==> src/rtl/riscboy_ppu_pixel_unpack.sv <==
// Pixel unpacker: pairs AGU pixel metadata with returned bus halfwords,
// extracts the addressed pixel for the current span's pixel mode and
// presents one pixel per handshake to the palette/blend stage.
//
// Ports:
//   clk, rst_n                      clock, async active-low reset
//   span_start, span_pixmode        latch pixel mode (only while idle)
//   bus_data_vld, bus_data          returned read data (no backpressure)
//   pinfo_u, pinfo_discard,
//   pinfo_vld, pinfo_rdy            pixel metadata from the AGU
//   pixel_data, pixel_paletted,
//   pixel_discard, pixel_vld,
//   pixel_rdy                       pixel output handshake
//   idle                            data buffer and output register empty
module riscboy_ppu_pixel_unpack #(
    parameter int unsigned W_DATA          = 16,
    parameter int unsigned DATA_FIFO_DEPTH = 4
) (
    input  logic              clk,
    input  logic              rst_n,

    input  logic              span_start,
    input  logic [1:0]        span_pixmode,

    input  logic              bus_data_vld,
    input  logic [W_DATA-1:0] bus_data,

    input  logic [3:0]        pinfo_u,
    input  logic              pinfo_discard,
    input  logic              pinfo_vld,
    output logic              pinfo_rdy,

    output logic [W_DATA-1:0] pixel_data,
    output logic              pixel_paletted,
    output logic              pixel_discard,
    output logic              pixel_vld,
    input  logic              pixel_rdy,

    output logic              idle
);

    localparam int unsigned W_PTR   = (DATA_FIFO_DEPTH > 1) ? $clog2(DATA_FIFO_DEPTH) : 1;
    localparam int unsigned W_LEVEL = $clog2(DATA_FIFO_DEPTH + 1);
    localparam logic [W_PTR-1:0]   PTR_LAST   = W_PTR'(DATA_FIFO_DEPTH - 1);
    localparam logic [W_LEVEL-1:0] LEVEL_FULL = W_LEVEL'(DATA_FIFO_DEPTH);

    logic [1:0]        pixmode;
    logic [W_DATA-1:0] fifo_mem [DATA_FIFO_DEPTH];
    logic [W_PTR-1:0]  wr_ptr;
    logic [W_PTR-1:0]  rd_ptr;
    logic [W_LEVEL-1:0] level;
    logic              data_empty;
    logic              data_full;
    logic              data_push;
    logic              data_pop;
    logic              take;
    logic [W_DATA-1:0] head;
    logic [W_DATA-1:0] unpacked;

    // Pixel mode for the current span
    always_ff @(posedge clk or negedge rst_n) begin
        if (!rst_n) begin
            pixmode <= 2'd0;
        end else if (span_start) begin
            pixmode <= span_pixmode;
        end
    end

    // Handshake and FIFO control
    always_comb begin
        data_empty = (level == '0);
        data_full  = (level == LEVEL_FULL);
        take       = pinfo_vld && (pinfo_discard || !data_empty) && (!pixel_vld || pixel_rdy);
        data_pop   = take && !pinfo_discard;
        // A write while full is only accepted if the head leaves in the same cycle
        data_push  = bus_data_vld && (!data_full || data_pop);
        pinfo_rdy  = take;
        idle       = data_empty && !pixel_vld;
        head       = fifo_mem[rd_ptr];
    end

    // Returned-data storage; contents need no reset
    always_ff @(posedge clk) begin
        if (data_push) begin
            fifo_mem[wr_ptr] <= bus_data;
        end
    end

    // Returned-data pointers and occupancy
    always_ff @(posedge clk or negedge rst_n) begin
        if (!rst_n) begin
            wr_ptr <= '0;
            rd_ptr <= '0;
            level  <= '0;
        end else begin
            if (data_push) begin
                wr_ptr <= (wr_ptr == PTR_LAST) ? '0 : wr_ptr + W_PTR'(1);
            end
            if (data_pop) begin
                rd_ptr <= (rd_ptr == PTR_LAST) ? '0 : rd_ptr + W_PTR'(1);
            end
            case ({data_push, data_pop})
                2'b10:   level <= level + W_LEVEL'(1);
                2'b01:   level <= level - W_LEVEL'(1);
                default: level <= level;
            endcase
        end
    end

    // Little-endian pixel extraction from the FIFO head
    always_comb begin
        unpacked = head;
        case (pixmode)
            2'd1:    unpacked = W_DATA'(head[{pinfo_u[0], 3'b000} +: 8]);
            2'd2:    unpacked = W_DATA'(head[{pinfo_u[1:0], 2'b00} +: 4]);
            2'd3:    unpacked = W_DATA'(head[pinfo_u]);
            default: unpacked = head;
        endcase
    end

    // Output register, held while stalled
    always_ff @(posedge clk or negedge rst_n) begin
        if (!rst_n) begin
            pixel_vld      <= 1'b0;
            pixel_data     <= '0;
            pixel_paletted <= 1'b0;
            pixel_discard  <= 1'b0;
        end else if (take) begin
            pixel_vld      <= 1'b1;
            pixel_data     <= pinfo_discard ? '0 : unpacked;
            pixel_paletted <= (pixmode != 2'd0);
            pixel_discard  <= pinfo_discard;
        end else if (pixel_rdy) begin
            pixel_vld      <= 1'b0;
        end
    end

    // Bus data cannot be stalled, so arriving at a full buffer loses data
    a_no_overflow: assert property (@(posedge clk) disable iff (!rst_n)
        !(bus_data_vld && data_full && !data_pop));

    a_span_start_idle: assert property (@(posedge clk) disable iff (!rst_n)
        span_start |-> idle);

endmodule

==> config.mk <==
export PLATFORM = sky130hd
export DESIGN_NAME = riscboy_ppu_pixel_unpack
export DESIGN_NICKNAME = d
export VERILOG_FILES = /design/src/rtl/riscboy_ppu_pixel_unpack.sv
export SDC_FILE = /design/constraint.sdc
export NUM_CORES = 1
export LEC_CHECK = 0
export CORE_MARGIN = 10
export CORE_UTILIZATION = 50
export CTS_CLUSTER_SIZE = 28
export DETAILED_ROUTE_END_ITERATION = 16
export PLACE_DENSITY = 0.76
export RECOVER_POWER = 25
export SLEW_MARGIN = 20
export SYNTH_ARGS = -nofsm -noshare
export SYNTH_HDL_FRONTEND = slang
export SYNTH_SLANG_ARGS = --single-unit
export TNS_END_PERCENT = 5
==> constraint.sdc <==
create_clock -name clk -period 2.1 [get_ports clk]
set_input_delay 0.525 -clock clk [delete_from_list [all_inputs] [get_ports clk]]
set_output_delay 0.525 -clock clk [all_outputs]
set_load 0.03 [all_outputs]
; ---- After elaboration in Yosys (flattened, before gate mapping)
; Memories as Yosys holds them, arrays and structs flattened.
; Cells that the tools add are included.
; Widths: inputs -> output; s select.
[word_totals]
output_inout_bits = 21
ram_bits = 64
regBits = 28
input_bits = 29
memories = 1
elab_cells = 51
[op_classes]
shift = 2
n_eq_ne = 8
n_addsub = 4
n_lt_le_gt_ge = 1
muxes = 11
reduce_logical = 16
[mem_list]
columns = name, words, width, read_ports, rd_clocked_by_memory_dff, wr, line
row1 = fifo_mem, 4, 16, 1, 0, 1, 48  ; logic [W_DATA-1:0] fifo_mem [DATA_FIFO_DEPTH];
[op_table]
columns = op, n
row1 = $pmux 16 s3, 1
row2 = $mux 16, 1
row3 = $shiftx 16x5->4, 1
row4 = $shiftx 16x5->8, 1
row5 = $eq 2x2->1 const B, 5
row6 = $pmux 3 s2, 1
row7 = $reduce_bool 2->1, 3
row8 = $logic_and 1x1->1, 5
row9 = $lt 4x5->1 const B, 1
row10 = $mux 1, 5
row11 = $add 2x1->2 const B, 2
row12 = $bmux 1 s4, 1
row13 = $eq 2x1->1 const B, 2
row14 = $logic_not 1->1, 4
row15 = $mux 2, 2
row16 = $add 3x1->3 const B, 1
row17 = $eq 3x3->1 const B, 1
row18 = $logic_not 3->1, 1
row19 = $logic_or 1x1->1, 3
row20 = $sub 3x1->3 const B, 1

; ---- Longest topological paths before layout
; Gate-level depths: netlist (run 1).
[depth]
depth_word = 10
depth_mapped = 7
mapped_depth_nobuf = 7

; ---- Worst setup path before layout (run 1)
; OpenSTA, ideal clock, no wires.
[synth_path]
kind = register -> register
from = register rd_ptr[0]
to = register pixel_data[1]
path_slack_ns = -0.074
path_stages_with_launch = 8
setup_ns = 0.122
path_buffers = 2
period_less_slack_ns = 2.174
arrival_time_ns = 2.053
t_required_ns = 1.978
path_cell_list = dfrtp_1 > buf_6 > buf_8 > mux4_2 > mux4_2 > inv_1 > o21ai_1 > a32o_1
[synth_via]
elab_chain_len = 4
elab_cells_between_ends = 5
cone_classes = 2 x shift / 2 x mux / 1 x memory
[synth_rtl]
columns = element, line
row1 = from (decl), 50  ; logic [W_PTR-1:0] rd_ptr;
row2 = from (signal assigned), 100  ; rd_ptr <= (rd_ptr == PTR_LAST) ? '0 : rd_ptr + W_PTR'(1);
row3 = $mem_v2 4x16 *, -
row4 = $shiftx 16x5->4 or $shiftx 16x5->8 (tied branches), "115, 114"
row5 = $pmux 16 s3 *, 113  ; case (pixmode)
row6 = $mux 16 *, 130  ; pixel_data <= pinfo_discard ? '0 : unpacked;
row7 = to (signal assigned), 130
row8 = to (decl), 33  ; output logic [W_DATA-1:0] pixel_data,
; Every way passes the cells marked *; elsewhere a longest branch is shown, timed or not.
; A chain may end at the register's enable or synchronous reset.

; ---- Worst setup path after layout (run 1)
[layout_path]
from = register rd_ptr[0]
to = register pixel_data[3]
; The elaborated chain is that of the path after synthesis.

==> results of run 1 <==
[repair_timing]
action,CTS,global route
endpoints found under the setup margin,74,75
cloned,1,0
gates resized for setup,35,15
buffers inserted,5,2
pin swaps,9,5
[routing by layer]
layer	track usage	vias up
li1	-	1244
met1	0.180	1328
met2	0.261	99
met3	0.0352	16
met4	0.0420	0
met5	0	-
[kinds of logic (layout without fill, tap and decap cells)]
logic type | after synthesis | count (layout) | share of synthesized area
simple gates | 74 | 74 | 0.0827
flops | 92 | 92 | 0.632
buf+inv | 25 | 135 | 0.0407
xor+xnor | 2 | 2 | 0.00422
fa+ha+maj | 6 | 6 | 0.0199
compound gates | 33 | 33 | 0.0573
mux | 34 | 34 | 0.163
[power groups by stage]
stage / logic, W / clock network [W] / registers (W)
after CTS: 0.00306 / 0.00111 / 0.00256
after detailed placement: 0.00280 / 0 / 0.00258
after global routing: 0.00326 / 0.00120 / 0.00260
final: 0.00302 / 0.00109 / 0.00256
after global placement: 0.00273 / 0 / 0.00256
after floorplan: 0.00138 / 0 / 0.00274
[per-stage QoR]
stage,power (W),cell area [sq um],worst slack (ns)
2_1_floorplan,0.00413,4150,-0.0630
3_3_place_gp,0.00529,5110,-0.677
3_5_place_dp,0.00539,5110,-0.757
4_1_cts,0.00673,5360,-0.0848
5_1_grt,0.00706,5370,-0.134
6_report,0.00667,5370,-0.0676
[tightest hold or removal path: cells and delay by family, from the launching register on]
kind,cells,cell delay [ns]
AND/OR/NAND/NOR,2,0.10
flip-flops,1,0.35
[final timing paths]
check	startpoint	to	slack, ns	cells after the start
worst min register to register	pixel_data[8]$_DFFE_PN0N_	pixel_data[8]$_DFFE_PN0N_	0.47	2
worst min-delay path	pixel_data[8]$_DFFE_PN0N_	pixel_data[8]$_DFFE_PN0N_	0.47	2
max in group asynchronous	rst_n	rd_ptr[0]$_DFFE_PN0N_	0.89	2
worst max register to register	rd_ptr[0]$_DFFE_PN0N_	pixel_data[3]$_DFFE_PN0N_	-0.07	7
worst max-delay path	rd_ptr[0]$_DFFE_PN0N_	pixel_data[3]$_DFFE_PN0N_	-0.07	7
min in group asynchronous	rst_n	level[0]$_DFFE_PN0P_	0.73	2
[Yosys cell counts (all sizes together), types with 2 or more instances]
cell type	count
a2111oi	2
a21oi	2
a22o	4
a32o	3
and2	4
buf	10
clkbuf	2
clkinv	2
dfrtp	28
edfxtp	64
ha	5
inv	11
mux2	8
mux2i	3
mux4	23
nand2	33
nand2b	3
nand3	19
nor2	5
nor3	4
o2111ai	2
o21ai	11
o311ai	2
[final cells by class]
type / instances / share of cell area
sequential: 92 / 0.489
multi-input combinational: 149 / 0.256
clock buffer: 12 / 0.0289
timing repair buffer: 106 / 0.188
clock inverter: 4 / 0.00466
tap: 105 / 0.0245
inverter: 13 / 0.00932
[state kept, by name, summed over array words and instances, names as in the netlist]
name and count:
pixel_data 16, pixel_vld 1, wr_ptr 2, fifo_mem 64, pixel_discard 1, pixel_paletted 1, pixmode 2, level 3
rd_ptr 2
[cell usage in the layout, fill, tap and decap left out, types with 3 or more instances in the layout]
cell,count
sky130_fd_sc_hd__a22o_1,4
sky130_fd_sc_hd__inv_1,8
sky130_fd_sc_hd__clkbuf_8,11
sky130_fd_sc_hd__ha_1,5
sky130_fd_sc_hd__buf_6,3
sky130_fd_sc_hd__a32o_1,3
sky130_fd_sc_hd__dfrtp_1,27
sky130_fd_sc_hd__buf_4,47
sky130_fd_sc_hd__dlygate4sd3_1,9
sky130_fd_sc_hd__mux4_2,22
sky130_fd_sc_hd__buf_12,6
sky130_fd_sc_hd__mux2i_1,3
sky130_fd_sc_hd__nand2_1,33
sky130_fd_sc_hd__and2_1,4
sky130_fd_sc_hd__nand3_1,19
sky130_fd_sc_hd__clkdlybuf4s50_1,37
sky130_fd_sc_hd__mux2_2,8
sky130_fd_sc_hd__o21ai_1,3
sky130_fd_sc_hd__nor2_1,5
sky130_fd_sc_hd__inv_2,3
sky130_fd_sc_hd__o21ai_0,6
sky130_fd_sc_hd__edfxtp_1,64
sky130_fd_sc_hd__clkinv_1,3
==> impl_summary.log, run 1 <==
INFO  metric timing_worst_slew_pin_value = approximately 0.68 ns
INFO  metric crit_buf_inv = 3
INFO  metric met2_length = around 4.7 mm
INFO  metric synth.net_count = between 300 and 400
INFO  metric num_io_pins = 50
INFO  metric reg_clk_slew_reported_paths = approximately 0.090 ns
INFO  metric run_status = finished with violations
INFO  metric die-height = roughly 110 um
INFO  metric n_antenna_cell = 0
INFO  metric synthFlopType = sky130_fd_sc_hd__edfxtp_1
INFO  metric synth_largest_area_cell = sky130_fd_sc_hd__edfxtp_1
INFO  metric slowest_stage = sky130_fd_sc_hd__mux4_2
INFO  metric cts_tree = built
INFO  metric placed_cells_incl_taps = ~460
INFO  metric fillerInstances = 578
INFO  metric rsz0062_at_grt = true
INFO  metric initialDrtViolationCount = 167
INFO  metric dieWidth = 111 um
INFO  metric clk_latency = around 0.35 ns
INFO  metric ffs_latches_synth = around 90
INFO  metric crit_family = multiplexers
INFO  metric worst_slew_margin_rel = 0.544
INFO  metric route.top_layer_used = met4
INFO  metric final-instance-count-excl-fill = 481
INFO  metric min-delay-path-class = reg -> reg
INFO  metric hold_fix_buffers_at_cts = 0
INFO  metric final_number_of_max_transition_violations = 0
INFO  metric detail_route.wirelength.met1 = between 3 and 4 mm
INFO  metric worst_path_largest_cell_delay = 0.51 ns
INFO  metric cell_internal_pwr = 0.00446 W
INFO  metric worst_case_clock_skew = between 0.007 and 0.008 ns
INFO  metric cp_cell_sequence = buf_12 -> buf_8 -> mux4_2 -> mux4_2 -> inv_2 -> o21ai_2 -> a32o_1
INFO  metric synth_edf_count = 64
INFO  metric detailroute.wirelength.met3 = between 600 and 700 um
INFO  metric ys_async_sr_fraction = 0.304
INFO  metric startpoint_type = flip-flop
INFO  metric max_cap_viol_count = 0
INFO  metric synth_sequential_area_ratio = 0.632
INFO  metric initial_core_util = 0.510
INFO  metric setup_viol = 4
INFO  metric io_buffer_count = 49
INFO  metric place.detailed.hpwl = between 6 and 7 mm
INFO  metric final_hold_viol_count = 0
INFO  metric switching_power = about 0.0022 W
INFO  metric cp_most_frequent_cell = sky130_fd_sc_hd__mux4_2
INFO  metric clockPowerShare = 0.164
INFO  metric final_core_util = 0.660
INFO  metric powerDensity = 1240 mW/mm^2
INFO  metric design.final.nets = between 400 and 500
INFO  metric placementRows = 33
INFO  metric drt-wirelength-per-cell = 19.1 um
INFO  metric fp.coreArea = about 0.0081 sq mm
INFO  metric die_area = around 0.012 sq mm
INFO  metric syn_to_final_growth = 29.4%
INFO  metric violations = negative setup slack
INFO  metric cts_max_path_buffers = 2
INFO  metric layout-drive-gt1-share = 0.311
INFO  metric postRouteWirelength = around 9.2 mm
INFO  metric worst_ep_arrival_time = about 2.4 ns
INFO  metric setup_ws = -0.0676 ns
INFO  metric clk_root_buffer_cell = sky130_fd_sc_hd__clkbuf_8
INFO  metric place.gp.congestion = about 0.85
INFO  metric globalRouteTotalUtil = 0.150
INFO  metric synth_top_area_share = 0.463
INFO  metric finalCriticalPeriod = about 2.2 ns
INFO  metric cp.required = between 2 and 2.5 ns
INFO  metric p_leak = between 2 and 2.5 nW
INFO  metric via_count = 2687
INFO  metric swShare = 0.331
INFO  metric grt_first_pass_wirelength = approximately 15 mm
INFO  metric average_cell_area_after_synthesis = 15.6 sq um
INFO  metric netlist_top_cells_area = sky130_fd_sc_hd__edfxtp_1 46%, sky130_fd_sc_hd__dfrtp_1 17%, sky130_fd_sc_hd__mux4_2 7.1%
INFO  metric global_route.overflow_total = 0
INFO  metric worstSetupPathType = reg -> reg
INFO  metric grt_start_max_net_pins = 29
INFO  metric syn_inst = approximately 270
INFO  metric number_of_global_route_vias_before_repair = just under 3k
INFO  metric period_share = 1.03
INFO  metric drc = 0
INFO  metric synth.lib_cells_used.distinct = between 40 and 50
INFO  metric detailedRoute.firstPassIterationCount = 4
INFO  metric final.setup.tns = -0.186 ns
INFO  metric fmaxAchievable = 461 MHz
INFO  metric cts_inserted_buffers = 9
INFO  metric number_of_antenna_violations_at_the_first_check_in_global_routing = 0
INFO  metric clock_sink_count = a little over 90
INFO  metric worst-path-max-fanout = 7
INFO  metric multi_input_area = ~0.0014 sq mm
INFO  metric synth_area = around 0.0041 sq mm
INFO  metric pwr-share-seq = 0.384
INFO  metric final.hold.worst_slack = about 0.47 ns
INFO  metric power.ir.vdd_worst = around 0.64 mV
INFO  metric p_comb_frac = 0.453
INFO  metric final-seq-area = roughly 0.0026 sq mm
INFO  metric critical_path.endpoint_type = flip-flop
INFO  metric cts.htree.levels = 3
INFO  metric antenna_violating_nets_post_route = 0
INFO  metric synth_warnings = 0
INFO  metric vias_per_cell = about 5.6
Power figures use the tool's default switching activity.
==> run 2, diff against run 1 <==
- GPL_ROUTABILITY_DRIVEN: unset -> 0
==> results of run 2 <==
The final DEF is identical to that of run 1; final timing and power are the same.
